`src/rtl/rgb2hsv.sv`:
```
`timescale 1ns/1ps
// Pipelined RGB888 -> HSV (H stored as hue/2) converter, fixed 20-cycle latency.
// Two 16-step restoring dividers produce S = 255*d/max and the in-sector hue fraction 30*x/d.
module rgb2hsv (
  input  logic        clk,
  input  logic        rst,
  input  logic [23:0] pre_rgb,
  input  logic        pre_hs,
  input  logic        pre_vs,
  input  logic        pre_clken,
  output logic [23:0] post_hsv,
  output logic [23:0] post_rgb,
  output logic        post_hs,
  output logic        post_vs,
  output logic        post_clken
);

  localparam int NDIV = 16;
  localparam int NDLY = 20;

  logic [7:0] r_in, g_in, b_in;
  assign r_in = pre_rgb[23:16];
  assign g_in = pre_rgb[15:8];
  assign b_in = pre_rgb[7:0];

  // stage 1: max/min/mid and sector
  logic [7:0]  max1_d, min1_d, mid1_d;
  logic [2:0]  sec1_d;
  logic [7:0]  max1_q, min1_q, mid1_q;
  logic [2:0]  sec1_q;
  logic [23:0] rgb1_q;

  // stage 2: range and in-sector offset
  logic [7:0]  d2_d, x2_d;
  logic [7:0]  d2_q, x2_q, max2_q;
  logic [2:0]  sec2_q;
  logic [23:0] rgb2_q;

  // divider pipeline: index 0 is stage 3, index NDIV is stage 19
  logic [7:0]  srem_q [0:NDIV];
  logic [7:0]  hrem_q [0:NDIV];
  logic [15:0] snum_q [0:NDIV];
  logic [15:0] hnum_q [0:NDIV];
  logic [15:0] squo_q [0:NDIV];
  logic [15:0] hquo_q [0:NDIV];
  logic [7:0]  sdiv_q [0:NDIV];
  logic [7:0]  hdiv_q [0:NDIV];
  logic        szero_q[0:NDIV];
  logic        hzero_q[0:NDIV];
  logic [2:0]  sec_q  [0:NDIV];
  logic [23:0] rgbp_q [0:NDIV];

  logic [7:0]  srem_d [0:NDIV];
  logic [7:0]  hrem_d [0:NDIV];
  logic [15:0] snum_d [0:NDIV];
  logic [15:0] hnum_d [0:NDIV];
  logic [15:0] squo_d [0:NDIV];
  logic [15:0] hquo_d [0:NDIV];

  logic [23:0] hsv_d, hsv_q, orgb_q;
  logic [7:0]  hue_d, sat_d;
  logic [NDLY-1:0] hs_q, vs_q, ck_q;

  // returns {quotient bit, new remainder}; true remainder is < divisor so 8 bits suffice
  function automatic logic [8:0] div_step(input logic [7:0] rem, input logic nbit,
                                          input logic [7:0] dvs);
    logic [8:0] t;
    t = {rem, nbit};
    if (t >= {1'b0, dvs}) div_step = {1'b1, t[7:0] - dvs};
    else                  div_step = {1'b0, t[7:0]};
  endfunction

  always_comb begin
    max1_d = r_in;
    min1_d = b_in;
    mid1_d = g_in;
    sec1_d = 3'd0;
    if (r_in >= g_in && g_in >= b_in) begin
      max1_d = r_in; mid1_d = g_in; min1_d = b_in; sec1_d = 3'd0;
    end else if (g_in > r_in && r_in >= b_in) begin
      max1_d = g_in; mid1_d = r_in; min1_d = b_in; sec1_d = 3'd1;
    end else if (g_in >= b_in && b_in > r_in) begin
      max1_d = g_in; mid1_d = b_in; min1_d = r_in; sec1_d = 3'd2;
    end else if (b_in > g_in && g_in > r_in) begin
      max1_d = b_in; mid1_d = g_in; min1_d = r_in; sec1_d = 3'd3;
    end else if (b_in > r_in && r_in >= g_in) begin
      max1_d = b_in; mid1_d = r_in; min1_d = g_in; sec1_d = 3'd4;
    end else begin
      max1_d = r_in; mid1_d = b_in; min1_d = g_in; sec1_d = 3'd5;
    end
  end

  assign d2_d = max1_q - min1_q;
  assign x2_d = sec1_q[0] ? (max1_q - mid1_q) : (mid1_q - min1_q);

  always_comb begin
    logic [8:0] sstep, hstep;
    sstep = 9'd0;
    hstep = 9'd0;
    srem_d[0] = 8'd0;
    hrem_d[0] = 8'd0;
    snum_d[0] = {8'd0, d2_q} * 16'd255;
    hnum_d[0] = {8'd0, x2_q} * 16'd30;
    squo_d[0] = 16'd0;
    hquo_d[0] = 16'd0;
    for (int s = 0; s < NDIV; s++) begin
      sstep = div_step(srem_q[s], snum_q[s][15], sdiv_q[s]);
      hstep = div_step(hrem_q[s], hnum_q[s][15], hdiv_q[s]);
      srem_d[s+1] = sstep[7:0];
      hrem_d[s+1] = hstep[7:0];
      snum_d[s+1] = {snum_q[s][14:0], 1'b0};
      hnum_d[s+1] = {hnum_q[s][14:0], 1'b0};
      squo_d[s+1] = {squo_q[s][14:0], sstep[8]};
      hquo_d[s+1] = {hquo_q[s][14:0], hstep[8]};
    end
  end

  // zero-divisor flags override whatever the divider produced
  assign sat_d = szero_q[NDIV] ? 8'd0 : squo_q[NDIV][7:0];
  assign hue_d = hzero_q[NDIV] ? 8'd0
               : (8'(sec_q[NDIV]) * 8'd30) + hquo_q[NDIV][7:0];
  assign hsv_d = {hue_d, sat_d, sdiv_q[NDIV]};

  always_ff @(posedge clk) begin
    if (rst) begin
      max1_q <= '0; min1_q <= '0; mid1_q <= '0; sec1_q <= '0; rgb1_q <= '0;
      d2_q   <= '0; x2_q   <= '0; max2_q <= '0; sec2_q <= '0; rgb2_q <= '0;
      for (int s = 0; s <= NDIV; s++) begin
        srem_q[s]  <= '0; hrem_q[s]  <= '0;
        snum_q[s]  <= '0; hnum_q[s]  <= '0;
        squo_q[s]  <= '0; hquo_q[s]  <= '0;
        sdiv_q[s]  <= '0; hdiv_q[s]  <= '0;
        szero_q[s] <= 1'b0; hzero_q[s] <= 1'b0;
        sec_q[s]   <= '0; rgbp_q[s]  <= '0;
      end
      hsv_q  <= '0;
      orgb_q <= '0;
      hs_q   <= '0;
      vs_q   <= '0;
      ck_q   <= '0;
    end else begin
      max1_q <= max1_d; min1_q <= min1_d; mid1_q <= mid1_d;
      sec1_q <= sec1_d; rgb1_q <= pre_rgb;
      d2_q   <= d2_d;   x2_q   <= x2_d;   max2_q <= max1_q;
      sec2_q <= sec1_q; rgb2_q <= rgb1_q;
      sdiv_q[0]  <= max2_q;
      hdiv_q[0]  <= d2_q;
      szero_q[0] <= (max2_q == 8'd0);
      hzero_q[0] <= (d2_q == 8'd0);
      sec_q[0]   <= sec2_q;
      rgbp_q[0]  <= rgb2_q;
      for (int s = 0; s <= NDIV; s++) begin
        srem_q[s] <= srem_d[s]; hrem_q[s] <= hrem_d[s];
        snum_q[s] <= snum_d[s]; hnum_q[s] <= hnum_d[s];
        squo_q[s] <= squo_d[s]; hquo_q[s] <= hquo_d[s];
      end
      for (int s = 1; s <= NDIV; s++) begin
        sdiv_q[s]  <= sdiv_q[s-1];  hdiv_q[s]  <= hdiv_q[s-1];
        szero_q[s] <= szero_q[s-1]; hzero_q[s] <= hzero_q[s-1];
        sec_q[s]   <= sec_q[s-1];   rgbp_q[s]  <= rgbp_q[s-1];
      end
      hsv_q  <= hsv_d;
      orgb_q <= rgbp_q[NDIV];
      hs_q   <= {hs_q[NDLY-2:0], pre_hs};
      vs_q   <= {vs_q[NDLY-2:0], pre_vs};
      ck_q   <= {ck_q[NDLY-2:0], pre_clken};
    end
  end

  // final remainders/shifted numerators and quotient bits [15:8] are zero or don't-care by range
  logic unused_div;
  assign unused_div = ^{srem_q[NDIV], hrem_q[NDIV], snum_q[NDIV], hnum_q[NDIV],
                        squo_q[NDIV][15:8], hquo_q[NDIV][15:8]};

  assign post_hsv   = hsv_q;
  assign post_rgb   = orgb_q;
  assign post_hs    = hs_q[NDLY-1];
  assign post_vs    = vs_q[NDLY-1];
  assign post_clken = ck_q[NDLY-1];

endmodule

```
`config.mk`:
```
export PLATFORM = sky130hd
export DESIGN_NAME = rgb2hsv
export DESIGN_NICKNAME = d
export VERILOG_FILES = /design/src/rtl/rgb2hsv.sv
export SDC_FILE = /design/constraint.sdc
export NUM_CORES = 2
export LEC_CHECK = 0
export ABC_CLOCK_PERIOD_IN_PS = 4770
export CORE_ASPECT_RATIO = 0.6
export CORE_UTILIZATION = 55
export DETAILED_ROUTE_END_ITERATION = 6
export GPL_TIMING_DRIVEN = 0
export PLACE_DENSITY = 0.71
export SYNTH_ARGS = -nofsm -noshare
export SYNTH_HDL_FRONTEND = slang
export SYNTH_SLANG_ARGS = --single-unit
```
`constraint.sdc`:
```
create_clock -name clk -period 4.77 [get_ports clk]
set_clock_uncertainty 0.2 [all_clocks]
set_input_delay 1.1925 -clock clk [delete_from_list [all_inputs] [get_ports clk]]
set_output_delay 1.1925 -clock clk [all_outputs]
set_load 0.01 [all_outputs]
```
==> results.toml <==
[worst_setup_path]
cpMostUsedCell = "clkdlybuf4s15_1"
slowest_delay_ps = 1150
crit_type = "primary input to register"
end_kind = "register"
required_ps = 5050
path_max_fanout = 10
worstPathCellList = "clkdlybuf4s50_1, clkdlybuf4s15_1, clkdlybuf4s15_1, buf_1, a211oi_2"
start_kind = "primary input"
cp_slowest_cell = "buf_1"
cp.arrival_ps = 5020

[status]
run_status = "finished, violations left"
violations = "DRC, capacitance limit"

[global_routing]
gr-usage-all-layers = 0.243
grt_pass1_wl_um = 196000
grt_pass1_vias = 34500
antenna_found_initial = 10
grt_max_degree = 18
grt_overflow_total = 0

[routing]
drt_first_pass_iters = 7
route.detailed.drc = 1
routed_wl_um = 128000
route.vias.total = 37400
via_per_inst = 5.15
wl_per_cell_um = 17.6
drtIter0Drc = 2699
final_antenna_net_count = 0

[synth]
yosysTopAreaCell = "dfxtp_1"
synth-xor-area-share = 0.0201
yosys-top-cells-area = "dfxtp_1, nor2b_1, ha_1"
synth_top_family_by_area = "simple AND/OR/NAND/NOR gates"
syn_area_mm2 = 0.0567
yosys_most_used_dff = "dfxtp_1"
syn_inst = 5603
ys_ff_latch = 1513
yosysSeqAreaShare = 0.534
muxShareOfSynthArea = 0.0125
yosysWarnings = 0
avgSynthCellArea_um2 = 10.1
synth_compound_area_frac = 0.0925
synth_top_area_frac = 0.534
synth_edf_count = 0
syn_nets = 6064
synth_fa_ha_area_frac = 0.105
ys_types = 69
synth-simple-area-share = 0.194
async_reset_ff_frac = 0

[floorplanning]
die_area_mm2 = 0.104
fp.dieW_um = 417
die_h_um = 251
core_mm2 = 0.101
io_pins = 80
start_util = 0.560
rows = 90

[cells_and_area]
nets = 6279
regArea_mm2 = 0.0303
stdcell_area_mm2 = 0.0637
n_fill_cell = 8332
layout-drive-gt1-share = 0.0473
finalNonFillerCells = 7264
areaGrowthSynthToFinish_pct = 12.3
layout_commonest_cell = "dfxtp_1"
layout_common_cells = "dfxtp_1, nor2b_1, nor2_1, inv_1, ha_1"
multiInputGateArea_mm2 = 0.0241

[clock_tree]
clkTransAtPathRegs_ps = 60
clock_tree.buffer_depth = 3
clock_latency_ps = 750
cts_tree = "built"
cts_max_level = 4
clock_sinks = 1513
numCtsBuffers = 133
cts_root_buf = "clkbuf_16"

[timing]
hold_viol_final = 0
maxSlewHeadroom = 0.00428
finalCriticalPeriod_ps = 4740
maxSlewViolCount = 0
setup_viol = 0
fin_crit_sh = 0.993
setup_ws_ps = 33.1
tightest_slew_ps = 1490
grt_setup_unrepaired = "true"
clock.fmax_ghz = 0.211

[pwr]
p_leak_uw = 0.0258
p_per_area_mw_per_mm2 = 637
ir_worst_vdd_mv = 1.58

[placement]
hpwlAfterDp_um = 96200
place.gp.congestion = 0.945
place_ws_ps = -901
dpl_cell_area_mm2 = 0.0592
place_inst = 7016
portBuffers = 79

[hold_path]
hp-class = "register to register"

[run]
maxCapViolCount = 1
[cells in the mapped netlist (8+ instances only)]
| master | count |
|---|---|
| o22ai_1 | 16 |
| o32a_1 | 9 |
| ha_1 | 355 |
| o31a_1 | 22 |
| o21a_1 | 114 |
| nor3_1 | 65 |
| a21oi_1 | 186 |
| nor4_1 | 32 |
| a31oi_1 | 11 |
| nand2b_1 | 32 |
| nor4b_1 | 17 |
| or4_1 | 10 |
| o211ai_1 | 10 |
| or3_1 | 22 |
| fa_1 | 77 |
| or2_2 | 10 |
| a21boi_0 | 26 |
| clkbuf_1 | 181 |
| o2bb2ai_1 | 13 |
| a2111oi_0 | 19 |
| inv_1 | 439 |
| a211oi_1 | 62 |
| xnor2_1 | 92 |
| a21o_1 | 32 |
| o41ai_1 | 8 |
| o21ai_0 | 170 |
| xor2_1 | 38 |
| buf_1 | 8 |
| nor2b_1 | 1027 |
| mux2i_1 | 70 |
| nor2_1 | 547 |
| nand3_1 | 39 |
| a31o_2 | 12 |
| nand4_1 | 31 |
| nand2_1 | 162 |
| dfxtp_1 | 1513 |
| and2_1 | 23 |
| nor3b_1 | 15 |
[metal layers]
| layer | vias to the layer above | share of wire | track usage |
|---|---|---|---|
| met5 | - | 0.00021 | 0 |
| met4 | 4 | 0.023 | 0.0747 |
| met3 | 179 | 0.081 | 0.0620 |
| met2 | 1025 | 0.37 | 0.312 |
| met1 | 17400 | 0.52 | 0.388 |
| li1 | 18700 | - | - |
[area by class of cell]
class                   count  area share
plain buffers             189      0.0115
diodes                      7    0.000275
multi-input cells        3462       0.378
inverters                 439      0.0259
repair buffers             80      0.0125
well taps                1334      0.0262
clock inverters            58      0.0100
flip-flops and latches   1513       0.476
clock buffers             182      0.0597
[worst max-delay path: cells and delay by family]
family / cells / cell delay [ps]
buf+inv: 4 / 3420
compound gates: 1 / 360
[per-stage QoR]
stage / setup TNS, ps / hold slack (ps) / util / power [uW]
floorplan: 0 / 188 / - / 26100
global placement: -83120 / 215 / 0.584 / 29100
detailed placement: -75830 / 214 / 0.584 / 29500
CTS: 0 / 218 / 0.628 / 40500
global route: -58.8 / 231 / 0.628 / 43300
finish: 0 / 223 / 0.629 / 40600
[logic make-up after synthesis]
| kind of cell | after synthesis |
|---|---|
| XOR/XNOR | 130 |
| AND/OR/NAND/NOR | 2048 |
| flip-flops | 1513 |
| multiplexers | 71 |
| AO/OA/AOI/OAI | 781 |
| buffers and inverters | 628 |
| adder cells (fa/ha/maj) | 432 |
[final timing paths]
path / start / to / slack (ps) / depth (start not counted)
worst max-delay path: rst / x2_q[0] / 30 / 5
worst min-delay path: hnum_q[0][177] / hnum_q[0][193] / 220 / 1
worst max register to register: d2_q[2] / snum_q[0][15] / 130 / 17
worst min register to register: hnum_q[0][177] / hnum_q[0][193] / 220 / 1
[registers in the layout (all words and copies together) (netlist names), 36 cells and up]
register and count:
rgbp_q 408, sdiv_q 136, hdiv_q 128, hrem_q 120
snum_q 120, srem_q 120, hnum_q 114, sec_q 51
hquo_q 36, squo_q 36
[power breakdown]
group          leakage [uW]  switching (uW)  total [uW]  internal, uW
Clock               0.00219            4690       10900          6180
Sequential           0.0123             680       14500         13800
Combinational        0.0113            8760       15200          6450
Total                0.0258           14100       40600         26400
[repair_timing]
action,4_1_cts,5_1_grt
endpoints found under the hold margin,0,0
setup buffers,1,0
resized for setup,12,15
endpoints found under the setup margin,13,20
hold buffers,0,0
Power figures use the tool's default switching activity.
